`src/rtl/norm_pkg.sv`:
```
// Shared constants for the CLZ/CLO normalizer: FSM encodings, op codes, default sizes.
package norm_pkg;
  localparam int WIDTH_DEFAULT = 32;
  localparam int CNT_W_DEFAULT = 6;
  localparam int STEP_W        = 3;

  localparam logic [STEP_W-1:0] STEP_INIT = 3'd4;

  localparam logic [1:0] ST_IDLE = 2'd0;
  localparam logic [1:0] ST_SCAN = 2'd1;
  localparam logic [1:0] ST_DONE = 2'd2;

  localparam logic OP_CLZ = 1'b0;
  localparam logic OP_CLO = 1'b1;
endpackage

```
`src/rtl/norm_counter_if.sv`:
```
// Request/response handshake bundle for norm_counter; master = requester, slave = the unit.
interface norm_counter_if #(
  parameter int WIDTH = 32,
  parameter int CNT_W = 6
);
  logic             in_valid;
  logic             in_ready;
  logic [WIDTH-1:0] in_data;
  logic             in_op;
  logic             out_valid;
  logic             out_ready;
  logic [CNT_W-1:0] out_count;
  logic [WIDTH-1:0] out_norm;
  logic             out_zero;

  modport master (
    output in_valid, in_data, in_op, out_ready,
    input  in_ready, out_valid, out_count, out_norm, out_zero
  );
  modport slave (
    input  in_valid, in_data, in_op, out_ready,
    output in_ready, out_valid, out_count, out_norm, out_zero
  );
endinterface

```
`src/rtl/norm_counter_step.sv`:
```
// One binary-search stage: tests the top 2^step bits against the pad bit and shifts them out on a hit.
module norm_step
  import norm_pkg::*;
#(
  parameter int WIDTH = WIDTH_DEFAULT,
  parameter int CNT_W = CNT_W_DEFAULT
) (
  input  logic [WIDTH-1:0]  work,
  input  logic [STEP_W-1:0] step,
  input  logic              p,
  output logic              hit,
  output logic [WIDTH-1:0]  shifted,
  output logic [CNT_W-1:0]  inc
);
  logic [CNT_W-1:0] w;
  logic [WIDTH-1:0] mask;

  always_comb begin
    w       = CNT_W'(1) << step;
    // ones in the top w bits
    mask    = ~({WIDTH{1'b1}} >> w);
    hit     = ((work ^ {WIDTH{p}}) & mask) == '0;
    shifted = work << w;
    inc     = hit ? w : '0;
  end
endmodule

```
`src/rtl/norm_counter.sv`:
```
// Iterative CLZ/CLO counter and left-normalizer (one search stage per cycle).
// Optional macro NORM_EARLY_EXIT_EN: leave SCAN as soon as the MSB differs from the pad bit.
module norm_counter
  import norm_pkg::*;
#(
  parameter int WIDTH = WIDTH_DEFAULT,
  parameter int CNT_W = CNT_W_DEFAULT
) (
  input logic           clk,
  input logic           rst_n,
  norm_counter_if.slave bus
);
  logic [1:0]        state_q, state_d;
  logic [WIDTH-1:0]  work_q,  work_d;
  logic [CNT_W-1:0]  cnt_q,   cnt_d;
  logic [STEP_W-1:0] step_q,  step_d;
  logic              p_q,     p_d;
  logic              zero_q,  zero_d;

  logic              hit;
  logic [WIDTH-1:0]  shifted;
  logic [CNT_W-1:0]  inc;

  norm_step #(.WIDTH(WIDTH), .CNT_W(CNT_W)) u_step (
    .work    (work_q),
    .step    (step_q),
    .p       (p_q),
    .hit     (hit),
    .shifted (shifted),
    .inc     (inc)
  );

  assign bus.in_ready  = (state_q == ST_IDLE);
  assign bus.out_valid = (state_q == ST_DONE);
  assign bus.out_count = cnt_q;
  assign bus.out_norm  = work_q;
  assign bus.out_zero  = zero_q;

  always_comb begin
    state_d = state_q;
    work_d  = work_q;
    cnt_d   = cnt_q;
    step_d  = step_q;
    p_d     = p_q;
    zero_d  = zero_q;
    case (state_q)
      ST_IDLE: begin
        if (bus.in_valid) begin
          work_d = bus.in_data;
          p_d    = bus.in_op;
          cnt_d  = '0;
          step_d = STEP_INIT;
          zero_d = 1'b0;
          // all-pad operand would need WIDTH shifts; resolve it on the accept edge
          if (bus.in_data == {WIDTH{bus.in_op}}) begin
            cnt_d   = CNT_W'(WIDTH);
            work_d  = '0;
            zero_d  = 1'b1;
            state_d = ST_DONE;
          end else begin
            state_d = ST_SCAN;
          end
        end
      end
      ST_SCAN: begin
`ifdef NORM_EARLY_EXIT_EN
        if (work_q[WIDTH-1] != p_q) state_d = ST_DONE;
        else
`endif
        begin
          if (hit) begin
            work_d = shifted;
            cnt_d  = cnt_q + inc;
          end
          if (step_q == '0) state_d = ST_DONE;
          else              step_d  = step_q - 1'b1;
        end
      end
      ST_DONE: begin
        if (bus.out_ready) state_d = ST_IDLE;
      end
      default: state_d = ST_IDLE;
    endcase
  end

  always_ff @(posedge clk or negedge rst_n) begin
    if (!rst_n) begin
      state_q <= ST_IDLE;
      work_q  <= '0;
      cnt_q   <= '0;
      step_q  <= '0;
      p_q     <= 1'b0;
      zero_q  <= 1'b0;
    end else begin
      state_q <= state_d;
      work_q  <= work_d;
      cnt_q   <= cnt_d;
      step_q  <= step_d;
      p_q     <= p_d;
      zero_q  <= zero_d;
    end
  end
endmodule

```
`src/flat_wrapper.sv`:
```
// flat-port wrapper written by rule: the top's interface ports become plain ports
module norm_counter_flat import norm_pkg::*;
#(
  parameter int WIDTH = WIDTH_DEFAULT,
  parameter int CNT_W = CNT_W_DEFAULT
)
  (clk, rst_n, bus_in_valid, bus_in_data, bus_in_op, bus_out_ready, bus_in_ready, bus_out_valid, bus_out_count, bus_out_norm, bus_out_zero);
  norm_counter_if #(.WIDTH(WIDTH), .CNT_W(CNT_W)) bus_i ();
  input logic clk;
  input logic rst_n;
  input wire logic [$bits(bus_i.in_valid)-1:0] bus_in_valid;
  input wire logic [$bits(bus_i.in_data)-1:0] bus_in_data;
  input wire logic [$bits(bus_i.in_op)-1:0] bus_in_op;
  input wire logic [$bits(bus_i.out_ready)-1:0] bus_out_ready;
  output wire logic [$bits(bus_i.in_ready)-1:0] bus_in_ready;
  output wire logic [$bits(bus_i.out_valid)-1:0] bus_out_valid;
  output wire logic [$bits(bus_i.out_count)-1:0] bus_out_count;
  output wire logic [$bits(bus_i.out_norm)-1:0] bus_out_norm;
  output wire logic [$bits(bus_i.out_zero)-1:0] bus_out_zero;
  assign bus_i.in_valid = bus_in_valid;
  assign bus_i.in_data = bus_in_data;
  assign bus_i.in_op = bus_in_op;
  assign bus_i.out_ready = bus_out_ready;
  assign bus_in_ready = bus_i.in_ready;
  assign bus_out_valid = bus_i.out_valid;
  assign bus_out_count = bus_i.out_count;
  assign bus_out_norm = bus_i.out_norm;
  assign bus_out_zero = bus_i.out_zero;
  norm_counter #(.WIDTH(WIDTH), .CNT_W(CNT_W)) u_core (.clk(clk), .rst_n(rst_n), .bus(bus_i));
endmodule
```
`config.mk`:
```
export PLATFORM = sky130hd
export DESIGN_NAME = norm_counter_flat
export DESIGN_NICKNAME = d
export VERILOG_FILES = /design/src/rtl/norm_pkg.sv /design/src/rtl/norm_counter_if.sv /design/src/rtl/norm_counter_step.sv /design/src/rtl/norm_counter.sv /design/src/flat_wrapper.sv
export SDC_FILE = /design/constraint.sdc
export NUM_CORES = 1
export LEC_CHECK = 0
export ABC_AREA = 1
export CAP_MARGIN = 30
export CORE_ASPECT_RATIO = 1.5
export CORE_MARGIN = 2
export CORE_UTILIZATION = 55
export DETAILED_ROUTE_END_ITERATION = 8
export PLACE_DENSITY = 0.89
export SYNTH_ARGS = -nofsm -noshare
export SYNTH_HDL_FRONTEND = slang
export SYNTH_HIERARCHICAL = 1
export SYNTH_SLANG_ARGS = --single-unit
```
`constraint.sdc`:
```
create_clock -name clk -period 3 [get_ports clk]
set_input_delay 0.45 -clock clk [delete_from_list [all_inputs] [get_ports clk]]
set_output_delay 0.45 -clock clk [all_outputs]
set_load 0.03 [all_outputs]
```
# ---- Yosys cells after proc, flatten, opt, wreduce, memory -nomap -nowiden
# Cells that the tools add are included.
dict set report classes {
  add_sub_neg 2
  n_eq_ne 8
  n_shift 3
  n_mux 18
  bitwise 3
  reduce_logical 8
}
# cell count
set op_table {}
lappend op_table {{$mux 32} 3}
lappend op_table {{$pmux 32 s2} 1}
lappend op_table {{$and 32x32->32} 1}
lappend op_table {{$eq 32x32->1} 1}
lappend op_table {{$logic_not 32->1} 1}
lappend op_table {{$not 32->32} 1}
lappend op_table {{$shl 32x6->32} 1}
lappend op_table {{$shr 32x6->32 const A} 1}
lappend op_table {{$xor 32x32->32} 1}
lappend op_table {{$mux 6} 4}
lappend op_table {{$pmux 6 s2} 1}
lappend op_table {{$reduce_and 3->1} 3}
lappend op_table {{$mux 2} 4}
lappend op_table {{$add 6x6->6} 1}
lappend op_table {{$mux 3} 2}
lappend op_table {{$ne 2x2->1 const B} 3}
lappend op_table {{$pmux 2 s3} 1}
lappend op_table {{$pmux 3 s2} 1}
lappend op_table {{$shl 1x3->6 const A} 1}
lappend op_table {{$ne 2x1->1 const B} 2}
lappend op_table {{$logic_not 3->1} 1}
lappend op_table {{$sub 3x1->3 const B} 1}
lappend op_table {{$eq 2x1->1 const B} 1}
lappend op_table {{$eq 2x2->1 const B} 1}
lappend op_table {{4 further kinds} 4}
dict set report word_totals {
  reg_bits 45
  output_inout_bits 41
  elab_cells 48
}

# ---- Depth between registers and ports, before layout
# Gate-level depths: netlist of run 1.
dict set report logic_depth {
  depth_word 9
  depth_mapped 20
  ltp_nobuf 19
}

# ---- Modules after synthesis
# Netlist of run 1, hierarchy kept.
# mod n_inst cells_per_inst area_each_um2 seq_area_each_um2
set by_module_without_submodules {}
lappend by_module_without_submodules {norm_counter 1 312 2607.5 1126.1}
lappend by_module_without_submodules {norm_step 1 496 2319.7 0.0}

# ---- Least setup slack after synthesis of run 1
# OpenSTA, ideal clock, no wires.
dict set report synth_path {
  path_kind {reg2reg}
  startpoint {reg u_core.step_q[2]}
  endpoint {reg u_core.cnt_q[4] (netlist: u_core/bus.out_count[4])}
  setup_ns 0.121
  arrival_time_ns 2.585
  path_slack_ns 0.294
  stages_incl_launch_ff 19
  cell_sequence {dfrtp_1 > buf_4 > inv_4 > buf_2 > ha_1 > inv_1 > a21oi_1 > o21ai_0 > nand3_1 > a21oi_1 > nand2_2 > nor2_1 > ha_1 > fa_1 > nand2_1 > nand2_1 > a21oi_1 > xnor2_1 > a22o_1}
}
dict set report synth_between {
  elab_chain_len 9
  word_cells_on_any_way 11
  classes_between {add/sub (1); eq/ne (1); shift (2); mux (3); bitwise (2); reduce/logical (2)}
}
# element line
set synth_lines {}
lappend synth_lines {{start: declaration} norm_counter.sv:16} ;# logic [STEP_W-1:0] step_q, step_d;
lappend synth_lines {{start signal: assignment} norm_counter.sv:98} ;# step_q <= step_d;
lappend synth_lines {{$shl 1x3->6 (*)} norm_counter_step.sv:19} ;# w = CNT_W'(1) << step;
lappend synth_lines {{$shr 32x6->32} norm_counter_step.sv:21} ;# mask = ~({WIDTH{1'b1}} >> w);
lappend synth_lines {{$not 32->32} norm_counter_step.sv:21}
lappend synth_lines {{$and 32x32->32} norm_counter_step.sv:22} ;# hit = ((work ^ {WIDTH{p}}) & mask) == '0;
lappend synth_lines {{$logic_not 32->1} norm_counter_step.sv:22}
lappend synth_lines {{$mux 6 (*)} norm_counter_step.sv:24} ;# inc = hit ? w : '0;
lappend synth_lines {{via u_core.inc[0]} norm_counter.sv:22} ;# logic [CNT_W-1:0] inc;
lappend synth_lines {{$add 6x6->6 (*)} norm_counter.sv:73} ;# cnt_d = cnt_q + inc;
lappend synth_lines {{$mux 6 (*)} norm_counter.sv:71} ;# if (hit) begin
lappend synth_lines {{$pmux 6 s2 (*)} norm_counter.sv:46} ;# case (state_q)
lappend synth_lines {{end signal: assignment} norm_counter.sv:97} ;# cnt_q <= cnt_d;
lappend synth_lines {{end: declaration} norm_counter.sv:15} ;# logic [CNT_W-1:0] cnt_q, cnt_d;
# The timed path passes the listed nets; every way through them passes the cells marked *. The select of a mux whose other input is x is not followed.
# A chain may end at the register's enable or synchronous reset.

# ---- Worst setup path in the final report of run 1
# Same ends and word-level chain as after synthesis.

==> flow_summary_export.csv, run 1 <==
group,metric,value,unit
status,outcome,"completed",
route,via_per_inst,6.106,
die,dieArea,0.009747,mm²
sta,finalHoldViolations,0,
clock_tree,cts_max_level,2,
place,io_buffers,77,
cells_and_area,layout_common_cells,"nand2_1, nand3_1, clkdlybuf4s50_1, nor2_1, inv_1",
clock_tree,insertion_delay,290,ps
route,drcViolationCount,0,
sta,period_share,0.9387,
yosys,yosys_warnings,6,
power_and_ir_drop,power_density,1135,mW/mm²
sta,skew,4.029,ps
route,first_iter_violations,868,
die,start_util,0.5614,
worst_setup_path,crit_fanout,9,
sta,timing.hold.ws,59.50,ps
worst_setup_path,worstReg2RegStart,"u_core/step_q[2]",
yosys,synth_nets,857,
clock_tree,cts_tree,"yes",
power_and_ir_drop,p_total,6.792,mW
global_route,grt_pass1_vias,5607,
worst_setup_path,r2r_setup_slack,180,ps
sta,grt_setup_unrepaired,"no",
clock_tree,clockRootBuffer,"clkbuf_16",
die,core,0.008776,mm²
global_route,grt_max_degree,40,
route,drt-wirelength-per-cell,18.54,µm
route,ant_nets,0,
place,dp.cells,981,
global_route,antenna_found_initial,0,
clock_tree,cts.sinks,45,
die,boundaryPins,78,
power_and_ir_drop,p_leak,2.988,nW
min_path,min_path_type,"input pin to async pin",
clock_tree,cts.path.max_buffers,2,
clock_tree,postCtsHoldBufs,0,
job,cap_violations,0,
sta,final_max_slew_viol_count,0,
route,drtPass1Iterations,7,
cells_and_area,syn_to_final_growth,21.43,%
power_and_ir_drop,ir_drop,0.0008289,V
global_route,grt_pass1_wl,28970,µm
worst_setup_path,cp.required,3170,ps
worst_setup_path,start_kind,"register",
cells_and_area,instances_no_fill,989,
cells_and_area,diodes,0,
route,finalWirelength,18330,µm
cells_and_area,nets,927,
die,num_rows,42,
place,dpl_cell_area,0.005802,mm²
yosys,syn_avg_cell_area,6.098,µm²
cells_and_area,stdcell_area,0.005983,mm²
sta,max_freq,0.3551,GHz
worst_setup_path,critPathArrivalTime,2990,ps
yosys,ys_ff_latch,45,
worst_setup_path,crit_type,"register to register",
route,vias,6039,
worst_setup_path,critPathCaptureType,"register",
clock_tree,cts_buffers,5,
yosys,syn_area,0.004927,mm²
sta,worstMarginPinSlew,562.1,ps
cells_and_area,layout.cells.most_common,"nand2_1",
global_route,grt_usage,0.3930,
yosys,synth-seq-area-share,0.2285,
worst_setup_path,r2r_end,"u_core/bus.out_count[4]",
yosys,postSynthCellCount,808,
cells_and_area,drive_above_1_share,0.07281,
clock_tree,post_cts_resized,0,
global_route,overflow,0,
place,dp_hpwl,13920,µm
die,die_w,81.28,µm
sta,slew_headroom,0.6247,
place,place.gp.congestion,1.099,
worst_setup_path,reg2regPathDepth,17,
yosys,synth_cell_type_count,39,
clock_tree,post_cts_buffers,0,
sta,setup_tns,0,ps
sta,finalSetupViolCount,0,
clock_tree,clk_pin_slew,60,ps
sta,period_needed,2816,ps
die,die_h,119.9,µm
-- final cells by class --
| class | instances | area (µm²) |
|---|---|---|
| Multi-Input combinational cell | 646 | 3262 |
| Fill cell | 785 | 2793 |
| Sequential cell | 45 | 1127 |
| Timing Repair Buffer | 106 | 999.7 |
| Inverter | 74 | 280.3 |
| Clock buffer | 6 | 138.9 |
| Tap cell | 110 | 137.6 |
| Clock inverter | 2 | 37.54 |
-- sequential cells by signal (all words and copies together), names as in the netlist --
signal                cells
u_core/bus.out_count      6
u_core/bus.out_norm      32
u_core/bus.out_zero       1
u_core/p_q                1
u_core/state_q            2
u_core/step_q             3
-- per-stage QoR --
| stage | util | setup WS, ps |
|---|---|---|
| floorplan | - | 294.5 |
| global placement | 0.6588 | 249.4 |
| detailed placement | 0.6611 | 189.2 |
| CTS | 0.6812 | 163.5 |
| global route | 0.6818 | 3.889 |
| finish | 0.6818 | 183.9 |
-- worst max-delay path by stage --
| stage | start | to | slack, ps | cells after the start |
|---|---|---|---|---|
| after detailed placement | u_core/step_q[2] | u_core/bus.out_count[4] | 190 | 12 |
| after floorplan | u_core/step_q[2] | u_core/bus.out_count[4] | 290 | 18 |
| after CTS | u_core/step_q[2] | u_core/bus.out_count[4] | 160 | 12 |
| after global placement | u_core/step_q[2] | u_core/bus.out_count[4] | 250 | 12 |
| after global routing | u_core/step_q[0] | u_core/bus.out_count[4] | 4 | 17 |
| final | u_core/step_q[2] | u_core/bus.out_count[4] | 180 | 17 |
-- cells by family after synthesis --
logic type	share of synthesized area
adders and majority gates	0.03200
DFF	0.2285
buffers and inverters	0.1100
AOI/OAI and AO/OA	0.1625
xor gates and xnor gates	0.008887
and+or+nand+nor	0.4581
-- critical path, stage by stage (launching register included) --
cell     delay (ps)
dfrtp_2         490
inv_4           120
nand2_4          90
nor2_4          110
inv_2            90
nand2_1         100
o21ai_0          90
nand3_1          90
nor2_1           50
nand2_2         140
nor2_1           90
ha_1            250
fa_1            410
nand2_1         100
nand2_1          60
a21oi_1         150
xnor2_1          80
a22o_1          180
-- where the power goes --
group          switching [mW]  internal (mW)
sequential              0.394          0.844
combinational            3.20           1.71
clock                   0.229          0.415
total                    3.82           2.97
-- routing by layer --
| layer | global-route usage | up-vias | routed length [µm] |
|---|---|---|---|
| met5 | 0 | - | 0 |
| met4 | 0.2225 | 0 | 1114 |
| met3 | 0.04662 | 73 | 1300 |
| met2 | 0.6168 | 382 | 8573 |
| met1 | 0.5140 | 2751 | 7343 |
| li1 | - | 2833 | - |
-- Yosys cell counts --
cell      number  area (µm²)
nand3_2        3       30.03
buf_2         20       100.1
ha_1          11       137.6
clkinv_1       1       3.750
and2_1         1       6.260
buf_4          8       60.06
nand2_1      233       874.6
buf_6          6       67.56
nand4_1       11       68.82
nand3b_1       7       52.55
o21ai_2        1       8.760
dfrtp_1       45        1126
inv_2          9       33.78
nand2_4        2       22.52
o21ai_0       14       70.07
clkbuf_1       9       33.78
o21ai_1        9       45.04
a21oi_1       25       125.1
and3_1         2       12.51
o211ai_1       1       7.510
o31ai_1        1       7.510
or2_1          3       18.77
inv_1         63       236.5
o21bai_1      29       217.7
xnor2_1        1       8.760
a22oi_1        1       7.510
nand3_1      149       745.7
nor3_1        16       80.08
fa_1           1       20.02
inv_4          1       6.260
nor2_1        76       285.3
a31oi_1        3       18.77
o21a_1         2       15.01
nand2_2        3       18.77
nor2_2         3       18.77
xor2_1         4       35.03
a22o_1        30       262.8
a211oi_1       2       15.01
nor2_4         2       22.52
Note: power is estimated with default switching activity, not from simulation.
==> run 2, diff against run 1 <==
- MAX_ROUTING_LAYER: default -> met4
==> run 2 against run 1 <==
Clock-buffer cell count rose by 1. Register-to-register slack improved by 20 ps. Sequential share of layout area barely moved. First-iteration DRC count fell by 18%. Non-clock buffer count unchanged. Maximum frequency is 0.89% higher. Clock power down 0.9%. Via count is 0.33% lower. Clock skew decreased by 1.1 ps. Critical path depth fell by 3. Critical endpoint is now u_core/bus.out_count[5]. Largest power group unchanged.
==> flow_summary_export.csv, run 2 (synthesized netlist as in run 1, its figures left out) <==
group,metric,value,unit
status,outcome,"completed",
min_path,hold_depth,1,
power_and_ir_drop,seqPwrFrac,0.182,
die,dieArea,0.009747,mm²
die,start_util,0.5614,
sta,grt_setup_unrepaired,"no",
sta,period_share,0.9304,
worst_setup_path,critPathArrivalTime,2970,ps
worst_setup_path,crit_fanout,16,
cells_and_area,drive_above_1_share,0.07053,
power_and_ir_drop,p_leak,2.987,nW
global_route,grt_usage,0.3897,
die,core,0.008776,mm²
clock_tree,cts.sinks,45,
min_path,hold_start,"u_core/bus.out_zero",
route,finalWirelength,18250,µm
cells_and_area,largest_reg_flops,32,
global_route,antenna_found_initial,0,
power_and_ir_drop,p_clk_frac,0.094,
die,num_rows,42,
sta,final_max_slew_viol_count,0,
global_route,overflow,0,
clock_tree,cts.path.max_buffers,2,
clock_tree,cts_tree,"yes",
clock_tree,clk_pin_slew,60,ps
sta,setup_tns,0,ps
route,via_per_inst,6.086,
global_route,grt_pass1_vias,5550,
power_and_ir_drop,switching_share,0.5613,
global_route,grt_pass1_wl,28230,µm
power_and_ir_drop,switchingPower,3.799,mW
cells_and_area,multi_input_area,0.003262,mm²
clock_tree,cts_buffers,5,
clock_tree,cts_max_level,2,
clock_tree,insertion_delay,290,ps
cells_and_area,fillCellCount,818,
worst_setup_path,r2r_setup_slack,210,ps
power_and_ir_drop,combPwrFrac,0.724,
route,first_iter_violations,713,
route,drt-wirelength-per-cell,18.45,µm
cells_and_area,seqCellArea,0.001127,mm²
power_and_ir_drop,p_int,2.969,mW
global_route,grt_max_degree,42,
worst_setup_path,reg2regPathDepth,14,
worst_setup_path,crit_type,"register to register",
worst_setup_path,r2r_end,"u_core/bus.out_count[5]",
die,die_h,119.9,µm
sta,worstMarginPinSlew,523.6,ps
cells_and_area,layout_common_cells,"nand2_1, nand3_1, clkdlybuf4s50_1, nor2_1, inv_1",
min_path,hold_end,"u_core/bus.out_zero",
power_and_ir_drop,p_total,6.768,mW
place,dp_hpwl,13920,µm
sta,finalHoldViolations,0,
sta,max_freq,0.3583,GHz
die,boundaryPins,78,
clock_tree,post_cts_buffers,0,
place,io_buffers,77,
power_and_ir_drop,power_density,1132,mW/mm²
cells_and_area,diodes,0,
sta,finalSetupViolCount,0,
power_and_ir_drop,ir_drop,0.0007899,V
route,ant_nets,0,
worst_setup_path,cp.required,3180,ps
die,die_w,81.28,µm
worst_setup_path,critPathCaptureType,"register",
worst_setup_path,crit_start,"u_core/p_q",
worst_setup_path,start_kind,"register",
clock_tree,clockRootBuffer,"clkbuf_16",
cells_and_area,layout.cells.most_common,"nand2_1",
sta,period_needed,2791,ps
cells_and_area,stdcell_area,0.005978,mm²
cells_and_area,syn_to_final_growth,21.33,%
cells_and_area,nets,927,
route,vias,6019,
place,dpl_cell_area,0.005794,mm²
place,place.gp.congestion,1.085,
sta,slew_headroom,0.6504,
route,drcViolationCount,0,
worst_setup_path,worstReg2RegStart,"u_core/p_q",
sta,skew,2.957,ps
min_path,min_path_type,"register to register",
cells_and_area,final_util,0.6812,
route,drtPass1Iterations,6,
job,cap_violations,0,
==> run 2: worst max-delay path by stage <==
stage,endpoint,slack [ps],cells after the start
2_1_floorplan,u_core/bus.out_count[4],290,18
3_3_place_gp,u_core/bus.out_count[4],220,14
3_5_place_dp,u_core/bus.out_count[4],160,14
4_1_cts,u_core/bus.out_count[4],140,14
5_1_grt,u_core/bus.out_count[4],5,15
6_report,u_core/bus.out_count[5],210,14
==> run 2: layer usage <==
layer / vias to the layer above / global-route usage / part of all wire
met5: - / - / 0
met4: 0 / 0.1769 / 0.045
met3: 62 / 0.04060 / 0.083
met2: 350 / 0.6214 / 0.48
met1: 2775 / 0.4921 / 0.39
li1: 2832 / - / -
==> run 2: what timing repair did <==
| action | in CTS | in global routing |
|---|---|---|
| setup endpoints to repair | 0 | 2 |
| hold buffers | 1 | 0 |
| gates resized for setup | 0 | 1 |
| endpoints found under the hold margin | 4 | 0 |
==> run 2: power groups by stage <==
stage                     Sequential, mW  Clock, mW  Combinational (mW)
after CTS                           1.21      0.643                4.78
after floorplan                     1.48          0                2.93
after detailed placement            1.22          0                4.74
after global routing                1.25      0.676                5.28
final                               1.23      0.638                4.90
after global placement              1.22          0                4.72
==> run 2: area by class of cell <==
cell class	instances	share of cell area
multi-input combinational	646	0.5456
clock buffer	7	0.02386
timing repair buffer	106	0.1670
tap	110	0.02302
inverter	74	0.04688
clock inverter	1	0.005023
sequential	45	0.1886
==> run 2: metrics by stage <==
| step | hold slack, ps | setup slack [ps] | cells |
|---|---|---|---|
| 2_1_floorplan | 154.4 | 294.5 | 808 |
| 3_3_place_gp | 485.5 | 219.9 | 979 |
| 3_5_place_dp | 286.9 | 159.6 | 980 |
| 4_1_cts | 503.5 | 144.9 | 989 |
| 5_1_grt | 533.1 | 5.303 | 989 |
| 6_report | 503.4 | 208.8 | 989 |
==> run 2: worst max-delay path, stage by stage (launching register included) <==
cell,delay [ps]
dfrtp_1,390
buf_4,280
nand4_1,100
o21ai_0,250
nand2_1,160
a21oi_1,240
nand2_2,150
nor2_1,190
ha_1,300
a21oi_1,240
nand3_1,110
nand2_1,70
nand3_1,70
nand3_2,70
nand2_1,50
